[src/rtl/mem_arbiter_if.sv]
// mem_arbiter_if: request, completion and RAM bus signals between two cores, the arbiter and the RAM.
interface mem_arbiter_if;
  logic [1:0]       iREN, dREN, dWEN;
  logic [1:0][31:0] iaddr, daddr, dstore;
  logic [1:0]       iwait, dwait;
  logic [31:0]      load, ramaddr, ramstore, ramload;
  logic             ramREN, ramWEN, ram_done, gnt_core, bus_err;
  modport master (
    output iREN, dREN, dWEN, iaddr, daddr, dstore, ramload, ram_done,
    input  iwait, dwait, load, ramREN, ramWEN, ramaddr, ramstore, gnt_core, bus_err
  );
  modport slave (
    input  iREN, dREN, dWEN, iaddr, daddr, dstore, ramload, ram_done,
    output iwait, dwait, load, ramREN, ramWEN, ramaddr, ramstore, gnt_core, bus_err
  );
endinterface

[src/rtl/mem_arbiter.sv]
// mem_arbiter: two-core round-robin arbiter onto a single RAM port with an access timeout.
module mem_arbiter #(
  parameter int TIMEOUT = 64
) (
  input logic         CLK,
  input logic         RST,
  mem_arbiter_if.slave bus
);
  typedef enum logic {IDLE, ACCESS} state_t;
  state_t      state_q, state_d;
  logic        last_q, last_d, core_q, core_d, dside_q, dside_d, err_q, err_d;
  logic        ren_q, ren_d, wen_q, wen_d;
  logic [7:0]  cnt_q, cnt_d;
  logic [31:0] addr_q, addr_d, store_q, store_d;
  logic [1:0]  elig;
  logic        pick, finish, done;
  always_comb begin
    elig    = bus.iREN | bus.dREN | bus.dWEN;
    pick    = &elig ? ~last_q : elig[1];
    finish  = state_q == ACCESS && (bus.ram_done || cnt_q == 8'(TIMEOUT - 1));
    state_d = state_q;
    last_d  = last_q;
    core_d  = core_q;
    dside_d = dside_q;
    err_d   = err_q;
    ren_d   = ren_q;
    wen_d   = wen_q;
    cnt_d   = cnt_q;
    addr_d  = addr_q;
    store_d = store_q;
    if (state_q == IDLE && |elig) begin
      state_d = ACCESS;
      core_d  = pick;
      wen_d   = bus.dWEN[pick];
      ren_d   = ~bus.dWEN[pick];
      dside_d = bus.dWEN[pick] | bus.dREN[pick];
      addr_d  = dside_d ? bus.daddr[pick] : bus.iaddr[pick];
      store_d = bus.dstore[pick];
      cnt_d   = '0;
    end else if (finish) begin
      state_d = IDLE;
      last_d  = core_q;
      ren_d   = 1'b0;
      wen_d   = 1'b0;
      err_d   = err_q | ~bus.ram_done;
    end else if (state_q == ACCESS) begin
      cnt_d = cnt_q + 8'd1;
    end
  end
  // A reset cycle never delivers a completion, even if the RAM reports done.
  assign done         = finish & ~RST;
  assign bus.iwait    = ~(2'(done & ~dside_q) << core_q);
  assign bus.dwait    = ~(2'(done & dside_q) << core_q);
  assign bus.load     = bus.ramload;
  assign bus.ramREN   = ren_q;
  assign bus.ramWEN   = wen_q;
  assign bus.ramaddr  = addr_q;
  assign bus.ramstore = store_q;
  assign bus.gnt_core = core_q;
  assign bus.bus_err  = err_q;
  always_ff @(posedge CLK) begin
    if (RST) begin
      state_q <= IDLE;
      last_q  <= 1'b1;
      core_q  <= 1'b0;
      dside_q <= 1'b0;
      err_q   <= 1'b0;
      ren_q   <= 1'b0;
      wen_q   <= 1'b0;
      cnt_q   <= '0;
      addr_q  <= '0;
      store_q <= '0;
    end else begin
      state_q <= state_d;
      last_q  <= last_d;
      core_q  <= core_d;
      dside_q <= dside_d;
      err_q   <= err_d;
      ren_q   <= ren_d;
      wen_q   <= wen_d;
      cnt_q   <= cnt_d;
      addr_q  <= addr_d;
      store_q <= store_d;
    end
  end
endmodule

[src/flat_wrapper.sv]
// flat-port wrapper written by rule: the top's interface ports become plain ports
module mem_arbiter_flat 
#(
  parameter int TIMEOUT = 64
)
  (CLK, RST, bus_iREN, bus_dREN, bus_dWEN, bus_iaddr, bus_daddr, bus_dstore, bus_ramload, bus_ram_done, bus_iwait, bus_dwait, bus_load, bus_ramREN, bus_ramWEN, bus_ramaddr, bus_ramstore, bus_gnt_core, bus_bus_err);
  mem_arbiter_if bus_i ();
  input logic CLK;
  input logic RST;
  input wire logic [$bits(bus_i.iREN)-1:0] bus_iREN;
  input wire logic [$bits(bus_i.dREN)-1:0] bus_dREN;
  input wire logic [$bits(bus_i.dWEN)-1:0] bus_dWEN;
  input wire logic [$bits(bus_i.iaddr)-1:0] bus_iaddr;
  input wire logic [$bits(bus_i.daddr)-1:0] bus_daddr;
  input wire logic [$bits(bus_i.dstore)-1:0] bus_dstore;
  input wire logic [$bits(bus_i.ramload)-1:0] bus_ramload;
  input wire logic [$bits(bus_i.ram_done)-1:0] bus_ram_done;
  output wire logic [$bits(bus_i.iwait)-1:0] bus_iwait;
  output wire logic [$bits(bus_i.dwait)-1:0] bus_dwait;
  output wire logic [$bits(bus_i.load)-1:0] bus_load;
  output wire logic [$bits(bus_i.ramREN)-1:0] bus_ramREN;
  output wire logic [$bits(bus_i.ramWEN)-1:0] bus_ramWEN;
  output wire logic [$bits(bus_i.ramaddr)-1:0] bus_ramaddr;
  output wire logic [$bits(bus_i.ramstore)-1:0] bus_ramstore;
  output wire logic [$bits(bus_i.gnt_core)-1:0] bus_gnt_core;
  output wire logic [$bits(bus_i.bus_err)-1:0] bus_bus_err;
  assign bus_i.iREN = bus_iREN;
  assign bus_i.dREN = bus_dREN;
  assign bus_i.dWEN = bus_dWEN;
  assign bus_i.iaddr = bus_iaddr;
  assign bus_i.daddr = bus_daddr;
  assign bus_i.dstore = bus_dstore;
  assign bus_i.ramload = bus_ramload;
  assign bus_i.ram_done = bus_ram_done;
  assign bus_iwait = bus_i.iwait;
  assign bus_dwait = bus_i.dwait;
  assign bus_load = bus_i.load;
  assign bus_ramREN = bus_i.ramREN;
  assign bus_ramWEN = bus_i.ramWEN;
  assign bus_ramaddr = bus_i.ramaddr;
  assign bus_ramstore = bus_i.ramstore;
  assign bus_gnt_core = bus_i.gnt_core;
  assign bus_bus_err = bus_i.bus_err;
  mem_arbiter #(.TIMEOUT(TIMEOUT)) u_core (.CLK(CLK), .RST(RST), .bus(bus_i));
endmodule
[config.mk]
export PLATFORM = sky130hd
export DESIGN_NAME = mem_arbiter_flat
export DESIGN_NICKNAME = d
export VERILOG_FILES = /design/src/rtl/mem_arbiter_if.sv /design/src/rtl/mem_arbiter.sv /design/src/flat_wrapper.sv
export SDC_FILE = /design/constraint.sdc
export NUM_CORES = 1
export LEC_CHECK = 0
export ABC_AREA = 1
export CORE_UTILIZATION = 25
export CTS_BUF_LIST = sky130_fd_sc_hd__clkbuf_8
export CTS_CLUSTER_SIZE = 14
export DETAILED_ROUTE_END_ITERATION = 8
export DONT_BUFFER_PORTS = 1
export SYNTH_ARGS = -nofsm -noshare
export SYNTH_HDL_FRONTEND = slang
export SYNTH_SLANG_ARGS = --single-unit
[constraint.sdc]
create_clock -name CLK -period 2.3 [get_ports CLK]
set_clock_uncertainty 0.05 [all_clocks]
set_input_delay 0.115 -clock CLK [delete_from_list [all_inputs] [get_ports CLK]]
set_output_delay 0.115 -clock CLK [all_outputs]
set_load 0.05 [all_outputs]
==> impl_metrics.py, run 1 <==
metrics = {
    "cts": {
        "clock-sinks": 79,
        "cts_max_level": 3,
        "cts_root_buf": "clkbuf_8",
        "clk_latency_ns": 0.37,
        "clock_path_buffers": 2,
        "numCtsBuffers": 9,
        "clk_pin_slew_ns": 0.10,
        "cts_tree": "done",
    },
    "timing": {
        "fin_crit_ns": 2.12,
        "rsz0062_at_grt": "false",
        "timing.final.crit_share": 0.921,
        "relSlewSlack": 0.590,
        "fmax_mhz": 472,
        "slew_viol_final": 0,
        "finalHoldViolCount": 0,
        "worst_pin_slew_ns": 0.615,
        "setup_violations": 0,
        "tns_ns": 0,
    },
    "floorplan": {
        "die_y_um": 144,
        "core_area_um2": 19600,
        "ios": 337,
        "dieArea_um2": 20700,
        "die_w_um": 144,
        "initial_core_util": 0.257,
        "rows": 51,
    },
    "detailed_routing": {
        "vias": 5106,
        "ant_nets": 0,
        "totalWireLength_um": 16100,
        "drt_iter0_drc": 335,
        "via_per_inst": 4.59,
        "wire_per_inst_um": 14.5,
        "drcViolationCount": 0,
        "firstDrtPassIters": 7,
    },
    "critical_path": {
        "cp-end-kind": "primary output",
        "r2r_slack_ns": 0.18,
        "critPathKind": "flop to primary output",
        "critPathRequiredTime_ns": 2.13,
        "path_max_fanout": 5,
        "critPathLaunchType": "flop",
        "arrival_ns": 1.95,
    },
    "grt": {
        "grt_max_degree": 68,
        "grt_pass1_vias": 4773,
        "gr-usage-all-layers": 0.149,
        "grt_pass1_wl_um": 23800,
        "overflow": 0,
        "antenna_found_initial": 0,
    },
    "placement": {
        "placed_area_um2": 4960,
        "dp_cells": 998,
        "post-dp-hpwl_um": 10400,
        "io_buffers": 0,
        "place_congestion": 0.735,
    },
    "finish": {
        "drive_gt1_frac": 0.0567,
        "finalCoreUtilization": 0.315,
        "multi_input_area_um2": 2480,
        "fin_area_um2": 6170,
        "diodes": 0,
        "n_fill_cell": 2119,
        "synthToLayoutAreaGrowth_pct": 22.3,
        "fin_cells": 1112,
        "fin_nets": 1076,
        "seq_area_um2": 1580,
    },
    "logic_synthesis": {
        "synth_compound_area_frac": 0.106,
        "synth_top_family_by_area": "simple AND/OR/NAND/NOR gates",
        "synth_seq_cells": 79,
        "netlist_instances": 801,
        "muxShareOfSynthArea": 0,
        "synth_simple_gate_area_frac": 0.371,
        "synth_area_um2": 5040,
        "synth_cell_types": 25,
        "yosysWarnings": 0,
        "ys_seq_area_frac": 0.314,
        "yosys.area_share.xor_xnor": 0.00869,
        "synthesis.nets": 1035,
        "synth.avg_cell_area_um2": 6.29,
        "synth_adder_area_share": 0.00248,
    },
    "power_and_ir_drop": {
        "p_leak_nw": 3.18,
        "vdd_drop_max_uv": 317,
        "cellPowerDensity_nw_per_um2": 660,
    },
    "min_path": {
        "hp-class": "input pin to flop",
    },
    "status": {
        "run_status": "completed",
    },
    "job": {
        "drv_cap": 0,
    },
}
-- logic make-up after synthesis --
logic type	count (synthesis)
AOI/OAI and AO/OA	82
DFF	79
adders and majority gates	1
and+or+nand+nor	438
buffers and inverters	196
xor gates and xnor gates	5
-- worst paths after layout --
kind	from	endpoint	cells after the start
worst max-delay path	u_core.cnt_q[0]$_SDFFE_PP0P_	bus_dwait[1]	9
worst min-delay path	bus_daddr[24]	u_core.bus.ramaddr[24]$_SDFFE_PP0P_	6
worst max register to register	u_core.last_q$_SDFFE_PP1P_	u_core.bus.ramaddr[9]$_SDFFE_PP0P_	9
worst min register to register	u_core.cnt_q[2]$_SDFFE_PP0P_	u_core.cnt_q[2]$_SDFFE_PP0P_	2
-- timing repair --
| action | CTS | global route |
|---|---|---|
| endpoints found under the setup margin | 0 | 15 |
| hold buffers | 98 | 0 |
| hold endpoints to repair | 65 | 0 |
| gates resized for setup | 0 | 4 |
| buffers inserted | 0 | 0 |
-- power by group --
group	internal, W	total (W)	leakage, nW	switching [W]
Sequential	0.00150	0.00206	0.653	0.000560
Combinational	0.000401	0.000910	2.43	0.000509
Clock	0.000535	0.00110	0.0912	0.000561
-- synthesized netlist by cell type --
cell,n,area share
nand2_1,272,0.20
nand3_1,143,0.14
inv_1,109,0.081
dfxtp_1,79,0.31
buf_4,47,0.070
a22o_1,32,0.056
buf_2,30,0.030
o21ai_0,21,0.021
o21ai_1,16,0.016
a21oi_1,10,0.0099
nor2_1,10,0.0074
buf_6,6,0.013
nand2_2,6,0.0074
xor2_1,4,0.0070
inv_2,3,0.0022
nor2_4,3,0.0067
nor2_2,2,0.0025
a31oi_1,1,0.0012
clkbuf_1,1,0.00074
ha_1,1,0.0025
nand3b_1,1,0.0015
nand4_1,1,0.0012
o211ai_1,1,0.0015
o22ai_1,1,0.0012
xnor2_1,1,0.0017
-- critical path: stages, from the launching register on --
cell     delay (ns)
dfxtp_1        0.38
ha_1           0.20
nand3_1        0.09
nor2_1         0.15
nand2_1        0.10
nand2_1        0.12
nand2_2        0.11
nor2_4         0.14
nand3_1        0.08
buf_4          0.22
-- layout by cell type, fill, tap and decap left out, types with 12 or more instances in the layout --
master	netlist	routed
nand2_1	272	271
nand3_1	143	143
inv_1	109	109
dlygate4sd3_1	0	98
dfxtp_1	79	79
a22o_1	32	32
o21ai_0	21	21
o21ai_1	16	16
buf_4	47	12
-- metrics by stage --
stage | worst slack, ns | hold WS, ns | power, W
after floorplan | 0.525 | 0.134 | 0.00280
after global placement | 0.497 | 0.136 | 0.00281
after detailed placement | 0.482 | 0.137 | 0.00281
after CTS | 0.0395 | 0.000207 | 0.00412
after global routing | 0.0371 | 0.0174 | 0.00432
final | 0.182 | 0.0277 | 0.00407
-- area by class of cell --
class                      count  area share
multi-input combinational    526       0.403
sequential                    79       0.256
timing repair buffer         114       0.185
inverter                     112      0.0682
tap                          265      0.0538
clock buffer                  10      0.0223
clock inverter                 6      0.0112
-- sequential cells by signal (all words and copies together), names as in the netlist --
name and count:
u_core.bus.bus_err 1, u_core.bus.ramstore 32, u_core.dside_q 1, u_core.cnt_q 8, u_core.state_q 1, u_core.bus.gnt_core 1
u_core.bus.ramREN 1, u_core.bus.ramWEN 1, u_core.bus.ramaddr 32, u_core.last_q 1
-- per-layer routing --
metal  vias up  global-route usage  part of all wire  routed length (µm)
li1       2568                   -                 -                   -
met1      2288               0.166              0.40                6410
met2       224               0.271              0.50                8120
met3        26              0.0377             0.078                1250
met4         0              0.0549             0.020                 317
met5         -                   0                 0                   0
No activity file was read; power rests on OpenSTA's default activity.
==> run 2: changes to the inputs <==
- CELL_PAD_IN_SITES_DETAIL_PLACEMENT: not set -> 1
- CELL_PAD_IN_SITES_GLOBAL_PLACEMENT: not set -> 1
- PLACE_DENSITY_LB_ADDON: not set -> 0.08
- clock period: 2.3 -> 1.75 ns (I/O delays scaled with it)
==> run 2 against run 1 <==
Compared with the run above:
- the flow now finishes with violations (negative hold slack, negative setup slack)
- cell area increased by 16%
- worst hold slack lost 0.30 ns
- clock-buffer cell count fell by 1
- via count rose by 10%
- total power grew 39%
- critical path depth did not move
- die area stayed put
- non-clock buffer count rose by 100
- setup slack worse by 0.28 ns
- first-iteration DRC count down 59%
- core utilization increased by 5.1 points
- critical endpoint is now bus_iwait[0]
==> impl_metrics.py, run 2 (synthesis results as in run 1) <==
metrics = {
    "min_path": {
        "hp-class": "input pin to flop",
        "worstHoldPathCells": 1,
        "hold_start": "RST",
        "min_to": "u_core.state_q$_SDFFE_PP0P_",
    },
    "floorplan": {
        "dieArea_um2": 20700,
        "initial_core_util": 0.257,
        "rows": 51,
        "die_y_um": 144,
        "die_w_um": 144,
        "core_area_um2": 19600,
        "ios": 337,
    },
    "critical_path": {
        "critPathRequiredTime_ns": 1.61,
        "path_cells": "ha_4 -> nand3_4 -> nor2_4 -> nand2_2 -> nand2_2 -> nand2_2 -> nor2_4 -> nand3_2 -> buf_6",
        "critPathLaunchType": "flop",
        "cpMostUsedCell": "nand2_2",
        "critPathKind": "flop to primary output",
        "path_max_fanout": 4,
        "cpPeakStageDelay_ns": 0.36,
        "startpoint": "u_core.cnt_q[0]$_SDFFE_PP0P_",
        "crit_family": "simple AND/OR/NAND/NOR gates",
        "cp-end-kind": "primary output",
        "crit_buf_inv": 1,
        "r2r_end": "u_core.bus.ramREN$_SDFFE_PP0P_",
        "rr_worst_depth": 14,
        "r2r_slack_ns": -0.01,
        "reg2reg_from": "u_core.cnt_q[0]$_SDFFE_PP0P_",
        "cp_slowest_cell": "dfxtp_2",
        "arrival_ns": 1.71,
    },
    "grt": {
        "antenna_found_initial": 0,
        "gr-usage-all-layers": 0.187,
        "grt_pass1_vias": 5901,
        "overflow": 0,
        "grt_max_degree": 74,
        "grt_pass1_wl_um": 29900,
    },
    "cts": {
        "numCtsBuffers": 9,
        "cts_max_level": 3,
        "clock_path_buffers": 2,
        "clk_latency_ns": 0.36,
        "hold_buffers": 130,
        "clock-sinks": 79,
        "cts_tree": "done",
        "cts_root_buf": "clkbuf_8",
        "clk_pin_slew_ns": 0.09,
    },
    "finish": {
        "diodes": 0,
        "drive_gt1_frac": 0.141,
        "n_fill_cell": 2472,
        "fin_cells": 1212,
        "final_common_cell": "nand2_1",
        "fin_nets": 1176,
        "final_cell_mix": "nand2_1 (268), nand3_1 (135), dlygate4sd3_1 (128), inv_1 (109), dfxtp_1 (75)",
        "synthToLayoutAreaGrowth_pct": 42.3,
    },
    "detailed_routing": {
        "via_per_inst": 4.64,
        "firstDrtPassIters": 4,
        "vias": 5623,
        "totalWireLength_um": 20100,
        "ant_nets": 0,
        "wire_per_inst_um": 16.6,
        "drcViolationCount": 0,
        "drt_iter0_drc": 137,
    },
    "timing": {
        "finalHoldViolCount": 2,
        "slew_viol_final": 0,
        "fin_crit_ns": 1.84,
        "fmax_mhz": 542,
        "fin_ws_ns": -0.0934,
        "whs_ns": -0.277,
        "relSlewSlack": 0.604,
        "tns_ns": -0.360,
        "setup_violations": 5,
        "worst_pin_slew_ns": 0.594,
        "timing.final.crit_share": 1.05,
        "rsz0062_at_grt": "true",
    },
    "job": {
        "drv_cap": 0,
    },
    "status": {
        "violations": "negative hold slack, negative setup slack",
        "run_status": "complete, but fails checks",
    },
    "power_and_ir_drop": {
        "p_leak_nw": 3.69,
        "vdd_drop_max_uv": 339,
        "cellPowerDensity_nw_per_um2": 789,
    },
    "placement": {
        "io_buffers": 0,
        "dp_cells": 1056,
        "post-dp-hpwl_um": 13600,
        "place_congestion": 0.786,
    },
}
-- run 2: cell count changes in the layout (fill, tap and decap cells not counted), sizes merged --
cell / previous run / this run
dlygate4sd3: 98 / 128
clkbuf: 10 / 9
dlymetal6s4s: 0 / 2
inv: 113 / 116
buf: 16 / 84
clkinv: 0 / 1
clkinvlp: 4 / 1
-- run 2: worst reg2reg max path: stages, from the launching register on --
cell and delay (ns):
dfxtp_2 0.36, ha_4 0.15, nand3_4 0.08, nor2_4 0.12, nand2_2 0.07, nand2_2 0.07
nand2_2 0.07, buf_4 0.13, buf_4 0.11, buf_4 0.12, buf_6 0.12, nand3_2 0.06
nand2_2 0.05, o21ai_2 0.04, inv_1 0.05
-- run 2: worst max path at each step --
stage                                                to  slack, ns  cells past startpoint
finish                                     bus_iwait[0]      -0.09                      9
global placement    u_core.bus.ramaddr[18]$_SDFFE_PP0P_       0.15                      8
global route                               bus_iwait[1]      -0.20                      9
detailed placement                         bus_dwait[1]       0.05                      9
floorplan                                  bus_dwait[0]      0.003                      8
CTS                                        bus_dwait[0]      -0.21                      9
-- run 2: what timing repair did --
action / CTS / global route
cloned: 0 / 0
resized for setup: 14 / 20
pin swaps: 5 / 6
endpoints found under the setup margin: 4 / 35
setup buffers: 10 / 0
endpoints found under the hold margin: 68 / 2
-- run 2: power by group --
part           switching [W]  internal [W]
sequential          0.000299       0.00197
clock               0.000793      0.000687
combinational        0.00120      0.000706
total                0.00229       0.00337
-- run 2: layout make-up --
type	count	area, µm²	share of cell area
multi-input combinational	526	2570	0.358
timing repair buffer	214	2060	0.287
sequential	79	1590	0.222
inverter	112	420	0.0586
tap	265	332	0.0462
clock buffer	9	124	0.0173
clock inverter	7	83.8	0.0117
-- run 2: per-layer routing --
metal,routed length [µm],up-vias,track usage
met5,0,-,0
met1,7960,2597,0.203
met2,10200,197,0.341
met3,1270,54,0.0440
met4,638,0,0.0896
li1,-,2775,-
-- run 2: metrics by stage --
step	setup slack (ns)	hold WS, ns	total power (W)	area [µm²]	utilization
after global placement	0.150	0.111	0.00394	5460	0.279
final	-0.0934	-0.277	0.00566	7170	0.366
after detailed placement	0.0519	0.115	0.00397	5460	0.279
after CTS	-0.208	-0.296	0.00573	7100	0.362
after global routing	-0.204	-0.297	0.00600	7170	0.366
after floorplan	0.00253	0.107	0.00368	5040	-
==> run 3: changes to the inputs <==
- ABC_AREA: 1 -> not set
==> run 3 against run 2 <==
Compared with the run above:
- the run now fails in 4_1_cts
- synthesized cell count decreased by 48%
- area after synthesis decreased by 14%
==> impl_metrics.py, run 3 <==
metrics = {
    "status": {
        "run_status": "aborted with a tool error",
        "stop_stage": "4_1_cts",
        "error_line": "[ERROR RSZ-0060] Max buffer count reached.",
    },
    "logic_synthesis": {
        "synth_top_family_by_area": "multiplexers",
        "ys_async_sr_fraction": 0,
        "yosys.area_share.xor_xnor": 0.00402,
        "synthTopCellsByCount": "mux2i_1 (100), dfxtp_1 (79), nand3_1 (40)",
        "synth_flop_cell": "dfxtp_1",
        "yosysTopAreaCell": "dfxtp_1",
        "synth_seq_cells": 79,
        "synthesis.nets": 651,
        "yosysWarnings": 0,
        "synth_compound_area_frac": 0.197,
        "synth_adder_area_share": 0.00287,
        "synth.avg_cell_area_um2": 10.4,
        "synth_area_leaders": "dfxtp_1 (36%), mux2i_1 (23%), o221ai_2 (6.9%)",
        "synth_area_um2": 4350,
        "ys_seq_area_frac": 0.363,
        "synth_cell_types": 41,
        "synth.most_common_cell": "mux2i_1",
        "muxShareOfSynthArea": 0.230,
        "synth_edf_count": 0,
        "netlist_instances": 417,
        "yosysTopAreaCellShare": 0.363,
        "synth_simple_gate_area_frac": 0.0943,
    },
    "floorplan": {
        "rows": 47,
        "die_w_um": 134,
        "initial_core_util": 0.259,
        "ios": 337,
        "die_y_um": 134,
    },
    "cts": {
        "clock-sinks": 79,
        "cts_resized": 11,
        "cts_root_buf": "clkbuf_8",
        "numCtsBuffers": 9,
        "post_cts_buffers": 4,
        "clock_path_buffers": 2,
        "hold_buffers": 133,
        "cts_max_level": 3,
    },
    "placement": {
        "io_buffers": 0,
        "place_congestion": 0.745,
        "post-dp-hpwl_um": 10100,
    },
}
-- run 3: cell types whose count changed after synthesis, sizes merged, moves of 5 or more --
cell,change
a22o,-31
a21oi,-5
o221ai,+32
nand2,-271
mux2i,+100
or3,+5
o2bb2ai,+32
o21ai,-33
buf,-27
inv,-110
nand3,-103
clkbuf,+10
-- run 3: cell families after synthesis --
group,Yosys count
adder cells (fa/ha/maj),1
AO/OA/AOI/OAI,86
AND/OR/NAND/NOR,80
buffers and inverters,69
XOR/XNOR,2
multiplexers,100
flip-flops,79
-- run 3: metrics by stage --
stage	area [µm²]	util	hold WS (ns)	std cells	setup WS, ns
after floorplan	4360	-	0.213	417	0.00660
after global placement	4820	0.287	0.110	639	0.109
after detailed placement	4820	0.287	0.112	639	0.0530
==> run 4: changes to the inputs <==
- CELL_PAD_IN_SITES_DETAIL_PLACEMENT: 1 -> not set
- CELL_PAD_IN_SITES_GLOBAL_PLACEMENT: 1 -> not set
- CORE_UTILIZATION: 25 -> 20
- CTS_BUF_LIST: sky130_fd_sc_hd__clkbuf_8 -> not set
- CTS_CLUSTER_SIZE: 14 -> not set
- PLACE_DENSITY_LB_ADDON: 0.08 -> 0.15
- clock period: 1.75 -> 2.3 ns (I/O delays scaled with it)
==> run 4 against run 3 <==
Compared with the run above:
- the flow again stops in 4_1_cts
- area after synthesis is the same
- synthesized cell count is the same
==> impl_metrics.py, run 4 <==
metrics = {
    "status": {
        "run_status": "aborted with a tool error",
        "stop_stage": "4_1_cts",
        "error_line": "[ERROR RSZ-0060] Max buffer count reached.",
    },
    "logic_synthesis": {
        "yosysTopAreaCell": "dfxtp_1",
        "synth_flop_cell": "dfxtp_1",
        "synth_seq_cells": 79,
        "synth_area_um2": 4350,
        "synth.most_common_cell": "mux2i_1",
        "ys_seq_area_frac": 0.363,
        "synth_edf_count": 0,
        "synthesis.nets": 651,
        "synthTopCellsByCount": "mux2i_1 (100), dfxtp_1 (79), nand3_1 (40)",
        "netlist_instances": 417,
        "yosysTopAreaCellShare": 0.363,
        "yosysWarnings": 0,
        "synth_area_leaders": "dfxtp_1 (36%), mux2i_1 (23%), o221ai_2 (6.9%)",
        "synth.avg_cell_area_um2": 10.4,
        "ys_async_sr_fraction": 0,
        "synth_cell_types": 41,
    },
    "placement": {
        "post-dp-hpwl_um": 9460,
        "dp_cells": 642,
        "place_congestion": 0.709,
        "placed_area_um2": 4440,
        "io_buffers": 0,
    },
    "floorplan": {
        "ios": 337,
        "die_y_um": 150,
        "initial_core_util": 0.206,
        "die_w_um": 150,
        "rows": 53,
    },
    "cts": {
        "hold_buffers": 133,
        "cts_resized": 0,
        "post_cts_buffers": 0,
        "cts_max_level": 3,
        "clock-sinks": 79,
        "clock_path_buffers": 2,
        "numCtsBuffers": 9,
        "cts_root_buf": "clkbuf_16",
    },
}
-- run 4: cell counts after synthesis --
No cell type changed its count.
-- run 4: kinds of logic after synthesis --
family          after synthesis  share of synthesized area
mux                         100                      0.230
compound gates               86                      0.197
xor+xnor                      2                    0.00402
simple gates                 80                     0.0943
buf+inv                      69                      0.108
flops                        79                      0.363
fa+ha+maj                     1                    0.00287
-- run 4: metrics by stage --
step                utilization  worst slack, ns
detailed placement        0.210            0.366
floorplan                     -            0.328
global placement          0.210            0.398
